--- src/rtl/cache_refill_ctrl_if.sv ---
// Bundle of the miss-request, line word-mux, memory and line-buffer signals
// of cache_refill_ctrl; master = controller side, slave = environment side.
interface cache_refill_ctrl_if #(
  parameter int ADDR_W = 32,
  parameter int DATA_W = 32,
  parameter int IDX_W  = 3
);
  logic              miss_valid;
  logic [ADDR_W-1:0] miss_addr;
  logic              miss_dirty;
  logic [ADDR_W-1:0] victim_addr;

  logic [IDX_W-1:0]  wb_sel;
  logic [DATA_W-1:0] wb_word;

  // Memory handshake: mem_req/mem_we/mem_addr/mem_wdata are held stable until a
  // cycle with mem_req && mem_ready, which transfers exactly one word; mem_ready
  // while mem_req is low carries no meaning. mem_rdata is valid on a read transfer.
  logic              mem_req;
  logic              mem_we;
  logic [ADDR_W-1:0] mem_addr;
  logic [DATA_W-1:0] mem_wdata;
  logic              mem_ready;
  logic [DATA_W-1:0] mem_rdata;

  logic              fill_we;
  logic [IDX_W-1:0]  fill_idx;
  logic [DATA_W-1:0] fill_data;
  logic              crit_valid;
  logic              busy;
  logic              done;

  modport master (
    input  miss_valid, miss_addr, miss_dirty, victim_addr, wb_word, mem_ready, mem_rdata,
    output wb_sel, mem_req, mem_we, mem_addr, mem_wdata,
           fill_we, fill_idx, fill_data, crit_valid, busy, done
  );

  modport slave (
    output miss_valid, miss_addr, miss_dirty, victim_addr, wb_word, mem_ready, mem_rdata,
    input  wb_sel, mem_req, mem_we, mem_addr, mem_wdata,
           fill_we, fill_idx, fill_data, crit_valid, busy, done
  );
endinterface

--- src/rtl/cache_refill_ctrl.sv ---
// Line refill sequencer: optional dirty-victim writeback, then an 8-word fill.
// Define CACHE_REFILL_CWF_EN to fill critical-word-first instead of from word 0.
module cache_refill_ctrl #(
  parameter int ADDR_W     = 32,
  parameter int DATA_W     = 32,
  parameter int LINE_WORDS = 8,
  parameter int IDX_W      = 3
) (
  input  logic                clk,
  input  logic                rst_n,
  cache_refill_ctrl_if.master bus,
  output logic [1:0]          dbg_state
);

  typedef enum logic [1:0] {
    S_IDLE = 2'd0,
    S_WB   = 2'd1,
    S_FILL = 2'd2,
    S_DONE = 2'd3
  } state_t;

  localparam logic [ADDR_W-1:0] LINE_MASK = ~ADDR_W'(LINE_WORDS * 4 - 1);
  localparam logic [IDX_W-1:0]  LAST_IDX  = IDX_W'(LINE_WORDS - 1);

  state_t            state_q, state_d;
  logic [IDX_W-1:0]  n_q, n_d;
  logic [IDX_W-1:0]  start_q, start_d;
  logic [ADDR_W-1:0] miss_base_q, miss_base_d;
  logic [ADDR_W-1:0] victim_base_q, victim_base_d;
  logic              fill_we_q, fill_we_d;
  logic [IDX_W-1:0]  fill_idx_q, fill_idx_d;
  logic [DATA_W-1:0] fill_data_q, fill_data_d;

  logic [IDX_W-1:0]  start_eff;
  logic [IDX_W-1:0]  fill_pos;
  logic [IDX_W-1:0]  wb_sel;
  logic              mem_req, mem_we;
  logic [ADDR_W-1:0] mem_addr;
  logic [DATA_W-1:0] mem_wdata;

  function automatic logic [ADDR_W-1:0] word_off(input logic [IDX_W-1:0] i);
    return {{(ADDR_W-IDX_W-2){1'b0}}, i, 2'b00};
  endfunction

`ifdef CACHE_REFILL_CWF_EN
  assign start_eff = start_q;
`else
  assign start_eff = '0;
`endif

  // IDX_W-bit add wraps modulo LINE_WORDS, so the fill never carries into the tag.
  assign fill_pos = start_eff + n_q;

  always_comb begin
    state_d       = state_q;
    n_d           = n_q;
    start_d       = start_q;
    miss_base_d   = miss_base_q;
    victim_base_d = victim_base_q;
    fill_we_d     = 1'b0;
    fill_idx_d    = '0;
    fill_data_d   = '0;
    wb_sel        = '0;
    mem_req       = 1'b0;
    mem_we        = 1'b0;
    mem_addr      = '0;
    mem_wdata     = '0;

    case (state_q)
      S_IDLE: begin
        if (bus.miss_valid) begin
          miss_base_d   = bus.miss_addr & LINE_MASK;
          victim_base_d = bus.victim_addr & LINE_MASK;
          start_d       = bus.miss_addr[IDX_W+1:2];
          n_d           = '0;
          state_d       = bus.miss_dirty ? S_WB : S_FILL;
        end
      end
      S_WB: begin
        mem_req   = 1'b1;
        mem_we    = 1'b1;
        wb_sel    = n_q;
        mem_addr  = victim_base_q + word_off(n_q);
        mem_wdata = bus.wb_word;
        if (bus.mem_ready) begin
          n_d = n_q + 1'b1;
          if (n_q == LAST_IDX) state_d = S_FILL;
        end
      end
      S_FILL: begin
        mem_req  = 1'b1;
        mem_addr = miss_base_q + word_off(fill_pos);
        if (bus.mem_ready) begin
          fill_we_d   = 1'b1;
          fill_idx_d  = fill_pos;
          fill_data_d = bus.mem_rdata;
          n_d         = n_q + 1'b1;
          if (n_q == LAST_IDX) state_d = S_DONE;
        end
      end
      S_DONE: begin
        state_d = S_IDLE;
      end
      default: state_d = S_IDLE;
    endcase
  end

  always_ff @(posedge clk or negedge rst_n) begin
    if (!rst_n) begin
      state_q       <= S_IDLE;
      n_q           <= '0;
      start_q       <= '0;
      miss_base_q   <= '0;
      victim_base_q <= '0;
      fill_we_q     <= 1'b0;
      fill_idx_q    <= '0;
      fill_data_q   <= '0;
    end else begin
      state_q       <= state_d;
      n_q           <= n_d;
      start_q       <= start_d;
      miss_base_q   <= miss_base_d;
      victim_base_q <= victim_base_d;
      fill_we_q     <= fill_we_d;
      fill_idx_q    <= fill_idx_d;
      fill_data_q   <= fill_data_d;
    end
  end

  assign bus.wb_sel     = wb_sel;
  assign bus.mem_req    = mem_req;
  assign bus.mem_we     = mem_we;
  assign bus.mem_addr   = mem_addr;
  assign bus.mem_wdata  = mem_wdata;
  assign bus.fill_we    = fill_we_q;
  assign bus.fill_idx   = fill_idx_q;
  assign bus.fill_data  = fill_data_q;
  // The requested word is the one whose line index equals the original miss offset.
  assign bus.crit_valid = fill_we_q && (fill_idx_q == start_q);
  assign bus.busy       = (state_q != S_IDLE);
  assign bus.done       = (state_q == S_DONE);
  assign dbg_state      = state_q;

endmodule

--- src/flat_wrapper.sv ---
// flat-port wrapper written by rule: the top's interface ports become plain ports
module cache_refill_ctrl_flat 
#(
  parameter int ADDR_W     = 32,
  parameter int DATA_W     = 32,
  parameter int LINE_WORDS = 8,
  parameter int IDX_W      = 3
)
  (clk, rst_n, dbg_state, bus_miss_valid, bus_miss_addr, bus_miss_dirty, bus_victim_addr, bus_wb_word, bus_mem_ready, bus_mem_rdata, bus_wb_sel, bus_mem_req, bus_mem_we, bus_mem_addr, bus_mem_wdata, bus_fill_we, bus_fill_idx, bus_fill_data, bus_crit_valid, bus_busy, bus_done);
  cache_refill_ctrl_if #(.ADDR_W(ADDR_W), .DATA_W(DATA_W), .IDX_W(IDX_W)) bus_i ();
  input  logic clk;
  input  logic rst_n;
  output logic [1:0] dbg_state;
  input wire logic [$bits(bus_i.miss_valid)-1:0] bus_miss_valid;
  input wire logic [$bits(bus_i.miss_addr)-1:0] bus_miss_addr;
  input wire logic [$bits(bus_i.miss_dirty)-1:0] bus_miss_dirty;
  input wire logic [$bits(bus_i.victim_addr)-1:0] bus_victim_addr;
  input wire logic [$bits(bus_i.wb_word)-1:0] bus_wb_word;
  input wire logic [$bits(bus_i.mem_ready)-1:0] bus_mem_ready;
  input wire logic [$bits(bus_i.mem_rdata)-1:0] bus_mem_rdata;
  output wire logic [$bits(bus_i.wb_sel)-1:0] bus_wb_sel;
  output wire logic [$bits(bus_i.mem_req)-1:0] bus_mem_req;
  output wire logic [$bits(bus_i.mem_we)-1:0] bus_mem_we;
  output wire logic [$bits(bus_i.mem_addr)-1:0] bus_mem_addr;
  output wire logic [$bits(bus_i.mem_wdata)-1:0] bus_mem_wdata;
  output wire logic [$bits(bus_i.fill_we)-1:0] bus_fill_we;
  output wire logic [$bits(bus_i.fill_idx)-1:0] bus_fill_idx;
  output wire logic [$bits(bus_i.fill_data)-1:0] bus_fill_data;
  output wire logic [$bits(bus_i.crit_valid)-1:0] bus_crit_valid;
  output wire logic [$bits(bus_i.busy)-1:0] bus_busy;
  output wire logic [$bits(bus_i.done)-1:0] bus_done;
  assign bus_i.miss_valid = bus_miss_valid;
  assign bus_i.miss_addr = bus_miss_addr;
  assign bus_i.miss_dirty = bus_miss_dirty;
  assign bus_i.victim_addr = bus_victim_addr;
  assign bus_i.wb_word = bus_wb_word;
  assign bus_i.mem_ready = bus_mem_ready;
  assign bus_i.mem_rdata = bus_mem_rdata;
  assign bus_wb_sel = bus_i.wb_sel;
  assign bus_mem_req = bus_i.mem_req;
  assign bus_mem_we = bus_i.mem_we;
  assign bus_mem_addr = bus_i.mem_addr;
  assign bus_mem_wdata = bus_i.mem_wdata;
  assign bus_fill_we = bus_i.fill_we;
  assign bus_fill_idx = bus_i.fill_idx;
  assign bus_fill_data = bus_i.fill_data;
  assign bus_crit_valid = bus_i.crit_valid;
  assign bus_busy = bus_i.busy;
  assign bus_done = bus_i.done;
  cache_refill_ctrl #(.ADDR_W(ADDR_W), .DATA_W(DATA_W), .LINE_WORDS(LINE_WORDS), .IDX_W(IDX_W)) u_core (.clk(clk), .rst_n(rst_n), .bus(bus_i), .dbg_state(dbg_state));
endmodule
--- config.mk ---
export PLATFORM = sky130hd
export DESIGN_NAME = cache_refill_ctrl_flat
export DESIGN_NICKNAME = d
export VERILOG_FILES = /design/src/rtl/cache_refill_ctrl_if.sv /design/src/rtl/cache_refill_ctrl.sv /design/src/flat_wrapper.sv
export SDC_FILE = /design/constraint.sdc
export NUM_CORES = 1
export LEC_CHECK = 0
export ABC_AREA = 1
export CAP_MARGIN = 40
export CORE_AREA = 3 3 145 147
export DETAILED_ROUTE_END_ITERATION = 12
export DIE_AREA = 0 0 148 150
export PLACE_DENSITY = 0.6
export SYNTH_ARGS = -nofsm -noshare
export SYNTH_HDL_FRONTEND = slang
export SYNTH_SLANG_ARGS = --single-unit
--- constraint.sdc ---
create_clock -name clk -period 2.4 [get_ports clk]
set_clock_uncertainty 0.1 [all_clocks]
set_input_delay 0.36 -clock clk [delete_from_list [all_inputs] [get_ports clk]]
set_output_delay 0.36 -clock clk [all_outputs]
set_load 0.02 [all_outputs]
### Word level (Yosys, flattened, before mapping)

Index checks and enable logic that the tools add are counted.

| operators by class | value |
|---|---|
| order comparisons | 0 |
| equal/unequal tests | 11 |
| bitwise gates (word level) | 0 |
| divide/modulo/power cells | 0 |
| reductions and logical operators | 8 |
| mux-type cells | 21 |
| add/sub/neg operators | 3 |
| shift operators | 0 |
| multiply operators | 0 |

Operator list:

| operator | count |
|---|---|
| 32-bit two-way mux | 3 |
| 32-bit by 5-bit adder with 32-bit output | 2 |
| 32-bit one-hot mux with 2 select lines | 1 |
| 3-bit two-way mux | 5 |
| 2-bit two-way mux | 6 |
| 2-bit one-hot mux with 4 select lines | 1 |
| 2-bit by 1-bit != test with 1-bit output, second input constant | 3 |
| 2-bit != test, second input constant | 3 |
| 3-bit one-hot mux with 2 select lines | 1 |
| 5-bit AND reduction | 1 |
| 2-bit equality test, second input constant | 2 |
| 1-bit two-way mux | 4 |
| 2-bit nonzero test | 2 |
| 3-bit by 1-bit adder with 3-bit output, second input constant | 1 |
| 3-bit equality test | 1 |
| 3-bit equality test, second input constant | 1 |
| 3-bit AND reduction | 1 |
| 2-bit by 1-bit equality test with 1-bit output, second input constant | 1 |
| 2-bit logical NOT | 1 |
| 2-bit AND reduction | 1 |
| 2-bit OR reduction | 1 |
| 1-bit logical AND | 1 |

| storage, ports and cells | value |
|---|---|
| output and inout port bits | 110 |
| RAM bits | 0 |
| bits in registers | 98 |
| memories kept | 0 |
| latch bits | 0 |
| ROM bits | 0 |

### Depth between registers and ports, before layout

Gate-level depths: netlist of the first run.

| depth | value |
|---|---|
| word-level depth | 4 |
| mapped depth | 8 |

### Worst setup path before layout of the first run

Ideal clock, no wire load.

| timing path | value |
|---|---|
| path type | reg2out |
| start | reg u_core.state_q[0], in the netlist u_core.dbg_state[0] |
| end | out bus_mem_addr[2] |
| data required time | 1940 ps |
| arrival | 1955 ps |
| buffers on the path | 1 |
| cell stages (with the launch flop) | 6 |
| slack | -15 ps |
| cell sequence | dfrtp_1 > inv_1 > ha_1 > inv_1 > clkbuf_1 > nor3_1 |

| between the ends | value |
|---|---|
| word-level cells in the longest chain between the ends | 2 |
| elaborated cells on any way between the ends | 3 |
| those cells by class | eq/ne: 2; mux: 1 |

Ends and longest elaborated chain:

| element | RTL line | text |
|---|---|---|
| start: declaration | cache_refill_ctrl.sv:25 | `state_t state_q, state_d;` |
| start signal: assignment | cache_refill_ctrl.sv:119 | `state_q <= state_d;` |
| 2-bit equality test / 2-bit by 1-bit equality test with 1-bit output (equally long branches) | cache_refill_ctrl.sv:69 | `case (state_q)` |
| 32-bit one-hot mux with 2 select lines * | cache_refill_ctrl.sv:69 |  |
| end: declaration | flat_wrapper.sv:24 | `output wire logic [$bits(bus_i.mem_addr)-1:0] bus_mem_addr;` |

Mark *: on every way between the ends. The rest lies on a longest branch, timed or not.

### Worst setup path in the final report of the first run

| timing path | value |
|---|---|
| start | reg u_core.state_q[1], in the netlist u_core.dbg_state[1] |
| end | out bus_mem_wdata[30] |

| between the ends | value |
|---|---|
| word-level cells in the longest chain between the ends | 2 |

Ends and longest elaborated chain:

| element | RTL line | text |
|---|---|---|
| 2-bit by 1-bit equality test with 1-bit output | cache_refill_ctrl.sv:69 |  |
| 32-bit two-way mux | cache_refill_ctrl.sv:69 |  |
| end: declaration | flat_wrapper.sv:25 | `output wire logic [$bits(bus_i.mem_wdata)-1:0] bus_mem_wdata;` |

No other way between the ends.

==> summary.txt, run 1 <==
Timing
  – Hold Slack: 0.350 ns
  – Slew Viols, Final: 0
  – Finish-stage setup viols: 0
  – Period Utilization, post-route: 95.2%
  – Fin. Hold Viols: 0
  – Tmin final: 2.28 ns
  – FMAX: 438 MHz
  – RSZ-0062 raised after global routing: no
  – Setup ws final: 0.116 ns

Cells and area
  – Nets@finish: 843
  – Synth-to-Final Area Change: 61.4%
  – Non-Filler Instances: 976
  – Fill count: 2,106
  – N_diodes: 0
  – Commonest non-fill, non-tap cells in the layout: clkdlybuf4s50_1 (166), nand2_1 (106), dfrtp_1 (98)
  – Layout cells sized above 1: 20.1%
  – Commonest non-fill, non-tap cell in the layout: clkdlybuf4s50_1
  – Multi-input logic area: 1680 µm²
  – Register area: 2450 µm²
  – Design Area, Final: 7370 µm²
  – Layout Utilization: 36.8%

Global route
  – Largest net degree at the start of global routing: 58
  – First-pass GRT wire length: 20.9 mm
  – Initial antenna violation count: 0
  – GR Overflow Total: 0
  – Total global-route track usage: 12.0%
  – Vias in the first global route: 3,785

Yosys
  – Synth unique cells: 21
  – Mapped Area: 4570 µm²
  – #FFs+latches synth: 98
  – Seq/Total Area, Yosys: 53.7%
  – Number of synthesized flops with an enable pin: 0
  – Post-Syn Area per Cell: 9.84 µm²
  – Share of flip-flops with an asynchronous set or reset: 100%
  – Warning count from the yosys run: 0
  – Top FF cell, synth: dfrtp_1
  – Synthesized instance count: 464

Power and ir drop
  – Pleak: 3.79 nW
  – VDD IR max: 0.000493 V
  – Int Pwr: 0.00508 W
  – Power per cell area: 1120 nW/µm²
  – Switching Share: 38.3%
  – Flop pwr share: 31.3%
  – Switching Power: 0.00315 W
  – Logic gate share of total power: 48.8%
  – Clk pwr share: 19.8%

Clock tree
  – Post-CTS Setup Inserts: 0
  – CTS root buf: clkbuf_16
  – Clock transition at path regs: 0.07 ns
  – Num CTS Buffers: 9
  – CTS max path bufs: 2
  – Num Clock Sinks: 98
  – CTS tree: built
  – CTS H-Tree Depth: 3
  – Clk_lat worst skew: 0.34 ns

Critical path
  – CP max stage cell: dfrtp_1
  – Buf/Inv on CP: 5
  – Crit. path cell count: 7
  – Crit path required time: 1.94 ns
  – Crit Path Max Fanout: 24
  – R2R cell count: 5
  – Crit start category: flop
  – Setup CP Type: reg -> out
  – Worst-path cell chain: inv_1 -> ha_2 -> buf_12 -> buf_4 -> nand2_1 -> inv_1 -> clkdlybuf4s15_1
  – CP peak stage delay: 0.38 ns
  – Kind of cell adding the most delay to the critical path: buffers and inverters
  – Crit path DAT: 1.82 ns
  – Setup crit end kind: primary output
  – Cell mode on critical path: inv_1

Floorplanning
  – Row count: 52
  – I/O pin count: 243
  – Overall die area: 22,200 µm²
  – Die W: 148 µm
  – DIE HEIGHT: 150 µm
  – Initial Util: 22.8%
  – Core ar.: 20,000 µm²

Route
  – Detailed Route WL: 13.7 mm
  – DRC: 0
  – ANT nets after route: 0
  – First-pass DRT Iterations: 4
  – Vias per inst: 3.91
  – WL/cell: 14.0 µm
  – Total number of vias: 3,814
  – Iter 0 DRT Violations: 113

Hold path
  – Hold crit path type: in -> async

Placed design
  – Routability Congestion: 0.782
  – Cells after DPL: 959
  – Pre-CTS setup slack: 0.0191 ns
  – Detail Placement HPWL: 9.97 mm
  – Cell Area, Placed: 7270 µm²
  – PortBufs: 233

Status
  – Status: complete, no violations

Flow run
  – Max cap viols: 0
-- final timing paths --
kind / start / slack, ns / endpoint
hold / removal: rst_n / 0.35 / u_core.victim_base_q[29]
max in group asynchronous: rst_n / 1.22 / u_core.victim_base_q[21]
min in group clk: u_core.victim_base_q[25] / 0.41 / u_core.victim_base_q[25]
setup / recovery: u_core.dbg_state[1] / 0.12 / bus_mem_wdata[30]
setup reg to reg: u_core.dbg_state[0] / 0.64 / u_core.victim_base_q[16]
hold reg to reg: u_core.victim_base_q[25] / 0.41 / u_core.victim_base_q[25]
-- state kept, by name, indices dropped and copies added, names as in the netlist --
name                  cells
u_core.bus.fill_data     32
u_core.bus.fill_idx       3
u_core.bus.fill_we        1
u_core.dbg_state          2
u_core.miss_base_q       27
u_core.n_q                3
u_core.start_q            3
u_core.victim_base_q     27
-- power by group through the flow --
| stage | clock network [W] | registers, W | logic (W) |
|---|---|---|---|
| 5_1_grt | 0.00177 | 0.00266 | 0.00438 |
| 2_1_floorplan | 0 | 0.00267 | 0.00240 |
| 4_1_cts | 0.00170 | 0.00258 | 0.00418 |
| 3_3_place_gp | 0 | 0.00258 | 0.00433 |
| 6_report | 0.00163 | 0.00258 | 0.00402 |
| 3_5_place_dp | 0 | 0.00261 | 0.00437 |
-- timing repair --
item | in CTS | in global routing
setup endpoints to repair | 65 | 50
hold buffers | 1 | 0
endpoints found under the hold margin | 21 | 0
gates resized for setup | 78 | 91
-- Yosys cell counts (4+ instances only) --
cell / count / area (µm²)
clkbuf_1: 8 / 30.0
dfrtp_1: 98 / 2450
inv_1: 80 / 300
ha_1: 9 / 113
a21oi_1: 29 / 145
buf_6: 4 / 45.0
nand2_1: 107 / 402
nor2_1: 41 / 154
nand3_1: 5 / 25.0
buf_2: 11 / 55.1
mux2_4: 30 / 450
o21ai_0: 4 / 20.0
mux2_2: 27 / 304
-- per-layer routing --
layer	share of wire (%)	GRT usage, %
met3	9.0	5.54
met2	47	19.3
met5	0	0
met4	1.0	3.09
met1	43	14.6
-- layout make-up --
| class | count | area share, % |
|---|---|---|
| Inverter | 80 | 4.07 |
| Tap cell | 270 | 4.58 |
| Multi-Input combinational cell | 262 | 22.8 |
| Clock inverter | 6 | 1.29 |
| Timing Repair Buffer | 250 | 30.7 |
| Clock buffer | 10 | 3.24 |
| Sequential cell | 98 | 33.3 |
-- stage by stage --
step / TNS (ns) / power [W]
2_1_floorplan: -0.0306 / 0.00508
3_5_place_dp: 0 / 0.00697
5_1_grt: 0 / 0.00880
6_report: 0 / 0.00823
4_1_cts: 0 / 0.00846
3_3_place_gp: 0 / 0.00692
-- kinds of logic after synthesis --
| logic type | count (synthesis) | share of synthesized area (%) |
|---|---|---|
| multiplexers | 57 | 16.5 |
| AO/OA/AOI/OAI | 36 | 4.06 |
| flip-flops | 98 | 53.7 |
| adder cells (fa/ha/maj) | 9 | 2.47 |
| XOR/XNOR | 1 | 0.192 |
| other | 1 | 0.0821 |
| buffers and inverters | 105 | 9.76 |
| AND/OR/NAND/NOR | 157 | 13.2 |
Note: power is estimated with default switching activity, not from simulation.
==> run 2: changes to the inputs <==
--- a/config.mk
+++ b/config.mk
@@ -6,7 +6,6 @@
 export NUM_CORES = 1
 export LEC_CHECK = 0
 export ABC_AREA = 1
-export CAP_MARGIN = 40
 export CORE_AREA = 3 3 145 147
 export DETAILED_ROUTE_END_ITERATION = 12
 export DIE_AREA = 0 0 148 150
==> results of run 2 <==
Same layout as run 1: the final DEF is identical, and so are final timing and power.
==> run 3: changes to the inputs <==
--- a/config.mk
+++ b/config.mk
@@ -7,6 +7,7 @@
 export LEC_CHECK = 0
 export ABC_AREA = 1
 export CORE_AREA = 3 3 145 147
+export CTS_CLUSTER_DIAMETER = 60
 export DETAILED_ROUTE_END_ITERATION = 12
 export DIE_AREA = 0 0 148 150
 export PLACE_DENSITY = 0.6
==> results of run 3 <==
Same layout as run 1: the final DEF is identical, and so are final timing and power.
